### src/rtl/fpu_ss_pkg.sv
// Shared FPU subsystem types: the input-buffer entry layout and its default depth.
package fpu_ss_pkg;

    localparam int unsigned IN_BUF_DEPTH_DEFAULT = 4;

    // 32 + 2*32 + 16 + 8 + 5 + 3 = 128 bits
    typedef struct packed {
        logic [31:0]      instr;
        logic [1:0][31:0] rs;
        logic [15:0]      id;
        logic [7:0]       core_id;
        logic [4:0]       rd;
        logic             is_load;
        logic             is_store;
        logic             use_fpu;
    } in_buf_entry_t;

endpackage

### src/rtl/fpu_ss_in_buf_if.sv
// Valid/ready/data channel used for both the push and the pop side of the input buffer.
// A transfer happens on a rising clock edge where valid & ready; data is meaningful only while valid.
interface fpu_ss_in_buf_if #(
    parameter int unsigned DATA_WIDTH = 128
);
    logic                  valid;
    logic                  ready;
    logic [DATA_WIDTH-1:0] data;

    modport master (output valid, output data, input ready);
    modport slave  (input valid, input data, output ready);
endinterface

### src/rtl/fpu_ss_in_buf_ptr.sv
// Wrapping pointer for the input buffer; wraps explicitly so DEPTH need not be a power of two.
module fpu_ss_in_buf_ptr #(
    parameter int unsigned DEPTH = 4,
    localparam int unsigned PW   = (DEPTH > 1) ? $clog2(DEPTH) : 1
) (
    input  logic          clk_i,
    input  logic          rst_ni,
    input  logic          inc,
    input  logic          clr,
    output logic [PW-1:0] ptr
);

    always_ff @(posedge clk_i or negedge rst_ni) begin
        if (!rst_ni) begin
            ptr <= '0;
        end else if (clr) begin
            ptr <= '0;
        end else if (inc) begin
            ptr <= (ptr == PW'(DEPTH - 1)) ? '0 : ptr + PW'(1);
        end
    end

endmodule

### src/rtl/fpu_ss_in_buf.sv
// FPU subsystem input instruction buffer: FIFO between issue predecoder and controller.
// Optional same-cycle bypass when empty: define FPU_SS_IN_BUF_FALL_THROUGH_EN.
module fpu_ss_in_buf
    import fpu_ss_pkg::*;
#(
    parameter int unsigned DEPTH      = IN_BUF_DEPTH_DEFAULT,
    parameter int unsigned DATA_WIDTH = $bits(in_buf_entry_t),
    localparam int unsigned UW        = (DEPTH == 0) ? 1 : $clog2(DEPTH + 1)
) (
    input  logic                    clk_i,
    input  logic                    rst_ni,
    input  logic                    flush_i,
    fpu_ss_in_buf_if.slave          push,
    fpu_ss_in_buf_if.master         pop,
    output logic [UW-1:0]           usage_o,
    output logic                    full_o,
    output logic                    empty_o
);

    if (DEPTH == 0) begin : g_pass
        // No storage: the issue stage talks straight to the controller.
        assign push.ready = pop.ready & ~flush_i;
        assign pop.valid  = push.valid & ~flush_i;
        assign pop.data   = push.data;
        assign usage_o    = '0;
        assign full_o     = 1'b1;
        assign empty_o    = 1'b1;
    end else begin : g_buf
        localparam int unsigned PW = (DEPTH > 1) ? $clog2(DEPTH) : 1;

        logic [DATA_WIDTH-1:0] mem [DEPTH];
        logic [PW-1:0]         rd_ptr;
        logic [PW-1:0]         wr_ptr;
        logic [UW-1:0]         usage_q;
        logic                  bypass_valid;
        logic                  bypass;
        logic                  wr_en;
        logic                  rd_en;

        assign full_o  = (usage_q == UW'(DEPTH));
        assign empty_o = (usage_q == '0);
        assign usage_o = usage_q;

`ifdef FPU_SS_IN_BUF_FALL_THROUGH_EN
        assign bypass_valid = empty_o & push.valid & ~flush_i;
`else
        assign bypass_valid = 1'b0;
`endif

        // Ready never looks at the pop side, so a full buffer refuses even while draining.
        assign push.ready = ~full_o & ~flush_i;
        assign pop.valid  = (~empty_o | bypass_valid) & ~flush_i;
        assign bypass     = bypass_valid & pop.ready;
        assign wr_en      = push.valid & push.ready & ~bypass;
        assign rd_en      = pop.valid & pop.ready & ~bypass;

        always_comb begin
            pop.data = '0;
            if (bypass_valid) begin
                pop.data = push.data;
            end else if (!empty_o) begin
                pop.data = mem[rd_ptr];
            end
        end

        fpu_ss_in_buf_ptr #(.DEPTH(DEPTH)) u_rd_ptr (
            .clk_i  (clk_i),
            .rst_ni (rst_ni),
            .inc    (rd_en),
            .clr    (flush_i),
            .ptr    (rd_ptr)
        );

        fpu_ss_in_buf_ptr #(.DEPTH(DEPTH)) u_wr_ptr (
            .clk_i  (clk_i),
            .rst_ni (rst_ni),
            .inc    (wr_en),
            .clr    (flush_i),
            .ptr    (wr_ptr)
        );

        always_ff @(posedge clk_i or negedge rst_ni) begin
            if (!rst_ni) begin
                usage_q <= '0;
            end else if (flush_i) begin
                usage_q <= '0;
            end else begin
                usage_q <= usage_q + UW'(wr_en) - UW'(rd_en);
            end
        end

        // Entries are not reset; pop.data is masked to zero while empty instead.
        always_ff @(posedge clk_i) begin
            if (wr_en) begin
                mem[wr_ptr] <= push.data;
            end
        end

`ifndef SYNTHESIS
        always @(posedge clk_i) begin
            if (rst_ni) begin
                assert (!(push.valid && push.ready && full_o))
                    else $error("in_buf: push accepted while full");
                assert (!(rd_en && empty_o))
                    else $error("in_buf: pop from empty storage");
                assert (usage_q <= UW'(DEPTH))
                    else $error("in_buf: usage exceeds depth");
            end
        end
`endif
    end

endmodule

### src/flat_wrapper.sv
// flat-port wrapper written by rule: the top's interface ports become plain ports
module fpu_ss_in_buf_flat import fpu_ss_pkg::*;
#(
    parameter int unsigned DEPTH      = IN_BUF_DEPTH_DEFAULT,
    parameter int unsigned DATA_WIDTH = $bits(in_buf_entry_t),
    localparam int unsigned UW        = (DEPTH == 0) ? 1 : $clog2(DEPTH + 1)
)
  (clk_i, rst_ni, flush_i, usage_o, full_o, empty_o, push_valid, push_data, push_ready, pop_valid, pop_data, pop_ready);
  fpu_ss_in_buf_if #(.DATA_WIDTH(DATA_WIDTH)) push_i ();
  fpu_ss_in_buf_if #(.DATA_WIDTH(DATA_WIDTH)) pop_i ();
  input  logic clk_i;
  input  logic rst_ni;
  input  logic flush_i;
  output logic [UW-1:0] usage_o;
  output logic full_o;
  output logic empty_o;
  input wire logic [$bits(push_i.valid)-1:0] push_valid;
  input wire logic [$bits(push_i.data)-1:0] push_data;
  output wire logic [$bits(push_i.ready)-1:0] push_ready;
  output wire logic [$bits(pop_i.valid)-1:0] pop_valid;
  output wire logic [$bits(pop_i.data)-1:0] pop_data;
  input wire logic [$bits(pop_i.ready)-1:0] pop_ready;
  assign push_i.valid = push_valid;
  assign push_i.data = push_data;
  assign push_ready = push_i.ready;
  assign pop_valid = pop_i.valid;
  assign pop_data = pop_i.data;
  assign pop_i.ready = pop_ready;
  fpu_ss_in_buf #(.DEPTH(DEPTH), .DATA_WIDTH(DATA_WIDTH)) u_core (.clk_i(clk_i), .rst_ni(rst_ni), .flush_i(flush_i), .push(push_i), .pop(pop_i), .usage_o(usage_o), .full_o(full_o), .empty_o(empty_o));
endmodule
### config.mk
export PLATFORM = sky130hd
export DESIGN_NAME = fpu_ss_in_buf_flat
export DESIGN_NICKNAME = d
export VERILOG_FILES = /design/src/rtl/fpu_ss_pkg.sv /design/src/rtl/fpu_ss_in_buf_if.sv /design/src/rtl/fpu_ss_in_buf_ptr.sv /design/src/rtl/fpu_ss_in_buf.sv /design/src/flat_wrapper.sv
export SDC_FILE = /design/constraint.sdc
export NUM_CORES = 1
export LEC_CHECK = 0
export ABC_AREA = 1
export CAP_MARGIN = 20
export CORE_MARGIN = 4
export CORE_UTILIZATION = 47
export CTS_BUF_LIST = sky130_fd_sc_hd__clkbuf_4
export DETAILED_ROUTE_END_ITERATION = 8
export HOLD_SLACK_MARGIN = 0.08
export PLACE_DENSITY = 0.69
export SYNTH_ARGS = -nofsm -noshare
export SYNTH_HDL_FRONTEND = slang
export SYNTH_HIERARCHICAL = 1
export SYNTH_SLANG_ARGS = --single-unit
### constraint.sdc
create_clock -name clk_i -period 19.1 [get_ports clk_i]
set_clock_uncertainty 0.1 [all_clocks]
set_input_delay 3.82 -clock clk_i [delete_from_list [all_inputs] [get_ports clk_i]]
set_output_delay 3.82 -clock clk_i [all_outputs]
set_load 0.1 [all_outputs]
==> impl_results.md <==
- Critical path type: input port to output port
- Xor-xnor portion of the synthesized cell area: 0%
- Hold Path Class: flip-flop to flip-flop
- Power density over the cells: 159 nW/um^2
- Die X-Extent: 225 um
- Net count of the mapped netlist: 2,222
- Depth of the critical timing path with buffers and inverters included: 3
- Synthesized flop and latch total: 519
- Family of cells with the greatest summed delay on the critical path: buffers and inverters
- Count of unique library cells instantiated by Yosys: 17
- Clock sink total: 519
- WHS Path Cells: 2
- Hold path startpoint: u_core/g_buf.u_wr_ptr/ptr[1]$_DFFE_PN0P_
- Reg-to-Reg Start: u_core/usage_o[1]$_DFF_PN0_
- Most common cell after layout, fill and taps aside: sky130_fd_sc_hd__nand2_1
- Final cell count without fillers: 3,113
- Final weighted congestion of routability-driven global placement: 0.730
- Max VDD drop: 0.192 mV
- Total number of H-tree levels: 4
- Biggest fanout along the worst timing path: 10
- Number of antenna violations at the first check in global routing: 7
- Initial DRC Count: 811
- Post-route DRC: 0
- Worst relative slew slack: 24.2%
- DIE AREA: 50,600 um^2
- Share of the synthesized area in the top cell type: 69.5%
- RSZ-0062 raised after global routing: false
- Clock-pin transition on the worst setup and hold timing paths: 0.05 ns
- Top cell type by total area after synthesis: sky130_fd_sc_hd__edfxtp_1
- Number of nets in the layout: 2,549
- Max-cap viol count: 0
- Final Setup Violations: 0
- Core box area: 46,600 um^2
- Count of buffers from port buffering: 267
- Adder-cell share of the synthesized area: 0.317%
- Critical Path End Type: output port
- Ratio of cells with drive above 1 in the final layout: 9.32%
- Most frequent cells in the layout: sky130_fd_sc_hd__nand2_1 (528), sky130_fd_sc_hd__inv_1 (524), sky130_fd_sc_hd__edfxtp_1 (512)
- Area of the mapped netlist: 22,100 um^2
- PostCTS Resize Cnt: 0
- Compound-Gate Fraction of Synth Area: 2.92%
- GRT Resource Usage Total: 20.2%
- Final max-slew violation count: 0
- TritonCTS clock tree: yes
- Root buffer cell: sky130_fd_sc_hd__clkbuf_4
- Final worst path period share: 51.5%
- Number of fill cells in the layout: 3,764
- Avg Synthesized Cell Area: 10.6 um^2
- Worst path most repeated cell: sky130_fd_sc_hd__clkdlybuf4s50_1
- Capture instance of the worst register-to-register path: u_core/g_buf.mem[3][73]$_DFFE_PP_
- Critical path arrival: 5.92 ns
- TritonRoute pass-1 iters: 5
- Total grt overflow: 0
- Slew @ Worst Pin: 1.13 ns
- Worst hold endpoint: u_core/g_buf.u_wr_ptr/ptr[1]$_DFFE_PN0P_
- Result of the run: completed
- Number of I/O pins: 268
- Highest attainable clock frequency: 102 MHz
- Buffers inserted by post-CTS timing repair: 0
- Post-layout minimum cycle time: 9.84 ns
- Hold buffer count at CTS: 0
- Sum of negative setup slack: 0 ns
- Routed wire length: 51.1 mm
- Slowest cell on the critical path: sky130_fd_sc_hd__clkdlybuf4s50_1
- Dominant combinational cell family by area after synthesis: simple AND/OR/NAND/NOR gates
- Vias per Instance: 4.85
- Standard-cell row count: 79
- First-pass GRT wire length: 78.5 mm
- Kind of start point of the critical path: input port
- Effective utilization at floorplan: 47.5%
- Final hold violation count: 0
- Buffer depth of the longest clock path: 3
- Reg2Reg Depth: 6
- Routed length per placed instance: 16.4 um
- Crit path required time: 15.18 ns
- Remaining number of nets flagged by the antenna check after routing: 0
- Vias in the first global route: 14,900
- Warnings from Yosys: 6
- Dominant cells by area after synthesis: sky130_fd_sc_hd__edfxtp_1 (70%), sky130_fd_sc_hd__nand2_1 (9.0%), sky130_fd_sc_hd__inv_1 (8.9%)
- Post-synthesis to final-layout area growth: 21.9%
- Gate count of the mapped netlist: 2,084
- HPWL Detailed: 28.4 mm
- Critical Path Max Stage Delay: 1.19 ns
- Leakage dissipation: 11.6 nW
- Share of cell area taken by muxes after synthesis: 0%
- Post-Place Cells: 2,878
- Sequential-to-total area share from yosys stat: 70.3%
- Largest net degree at the start of global routing: 103
- Simple-Gate Fraction of Synth Area: 15.2%
- Chain of cells forming the critical path: clkdlybuf4s50_1 -> nor2_1 -> clkdlybuf4s50_1
- Worst path buffer plus inverter count: 2
- Total CTS buffers: 136
- Number of vias after detailed routing: 15,100
- Die height: 225 um
- Clk_lat worst skew: 0.95 ns
- Worst-case register-to-register setup slack: 15.08 ns
-- cell type report --
type | instances | area [um^2] | share of cell area (%)
clock inverter | 37 | 246 | 0.914
multi-input combinational | 940 | 4120 | 15.3
sequential | 519 | 15600 | 57.7
timing repair buffer | 288 | 2860 | 10.6
tap | 607 | 759 | 2.82
antenna | 6 | 15.0 | 0.0557
inverter | 526 | 1980 | 7.35
clock buffer | 190 | 1430 | 5.29
-- logic make-up (layout without fill, tap and decap cells) --
| logic type | after synthesis | after routing |
|---|---|---|
| buf+inv | 625 | 1041 |
| other cells | 0 | 6 |
| compound gates | 129 | 129 |
| flops | 519 | 519 |
| simple gates | 806 | 806 |
| fa+ha+maj | 5 | 5 |
-- per-layer routing --
| layer | vias to the layer above | part of all wire, % | GRT usage [%] |
|---|---|---|---|
| met5 | - | 0.082 | 0 |
| met4 | 6 | 2.2 | 7.89 |
| met3 | 87 | 7.3 | 6.76 |
| met2 | 445 | 51 | 34.8 |
| met1 | 7194 | 39 | 23.3 |
| li1 | 7352 | - | - |
-- synthesized netlist by cell type, drive strengths merged --
library cell	number
a21oi	129
buf	87
clkbuf	12
dfrtp	7
edfxtp	512
fa	1
ha	4
inv	526
nand2	528
nand3	262
nor2	15
nor3b	1
-- worst min-delay path, cell delays in order (launching register included) --
cell and delay, ns:
sky130_fd_sc_hd__dfrtp_1 0.41, sky130_fd_sc_hd__nand2_1 0.07, sky130_fd_sc_hd__nand2_1 0.05
-- stage by stage --
stage	total power [mW]	util (%)	setup slack (ns)	hold slack (ns)	cell area, um^2
after floorplan	2.89	-	8.99	0.400	22100
after global placement	3.36	54.2	9.27	0.431	25200
after detailed placement	3.38	54.2	9.26	0.459	25200
after CTS	4.32	57.8	9.26	0.474	26900
after global routing	4.46	57.9	9.24	0.522	27000
final	4.28	57.9	9.26	0.462	27000
-- flip-flops by register name (all words and copies together), names as in the netlist --
| signal | flops |
|---|---|
| u_core/usage_o | 3 |
| u_core/g_buf.u_rd_ptr/ptr | 2 |
| u_core/g_buf.u_wr_ptr/ptr | 2 |
| u_core/g_buf.mem | 512 |
-- power breakdown --
part	switching (mW)	total [mW]	internal, mW	leakage (nW)
clock	0.423	0.932	0.509	1.00
combinational	1.62	2.01	0.395	5.83
sequential	0.0279	1.34	1.31	4.74
-- worst max-delay path by stage --
stage | startpoint | end
finish | flush_i | pop_valid
global route | flush_i | pop_valid
CTS | flush_i | pop_valid
detailed placement | flush_i | pop_valid
global placement | flush_i | pop_valid
floorplan | flush_i | u_core/g_buf.mem[0][0]$_DFFE_PP_
No activity file was read; power rests on OpenSTA's default activity.
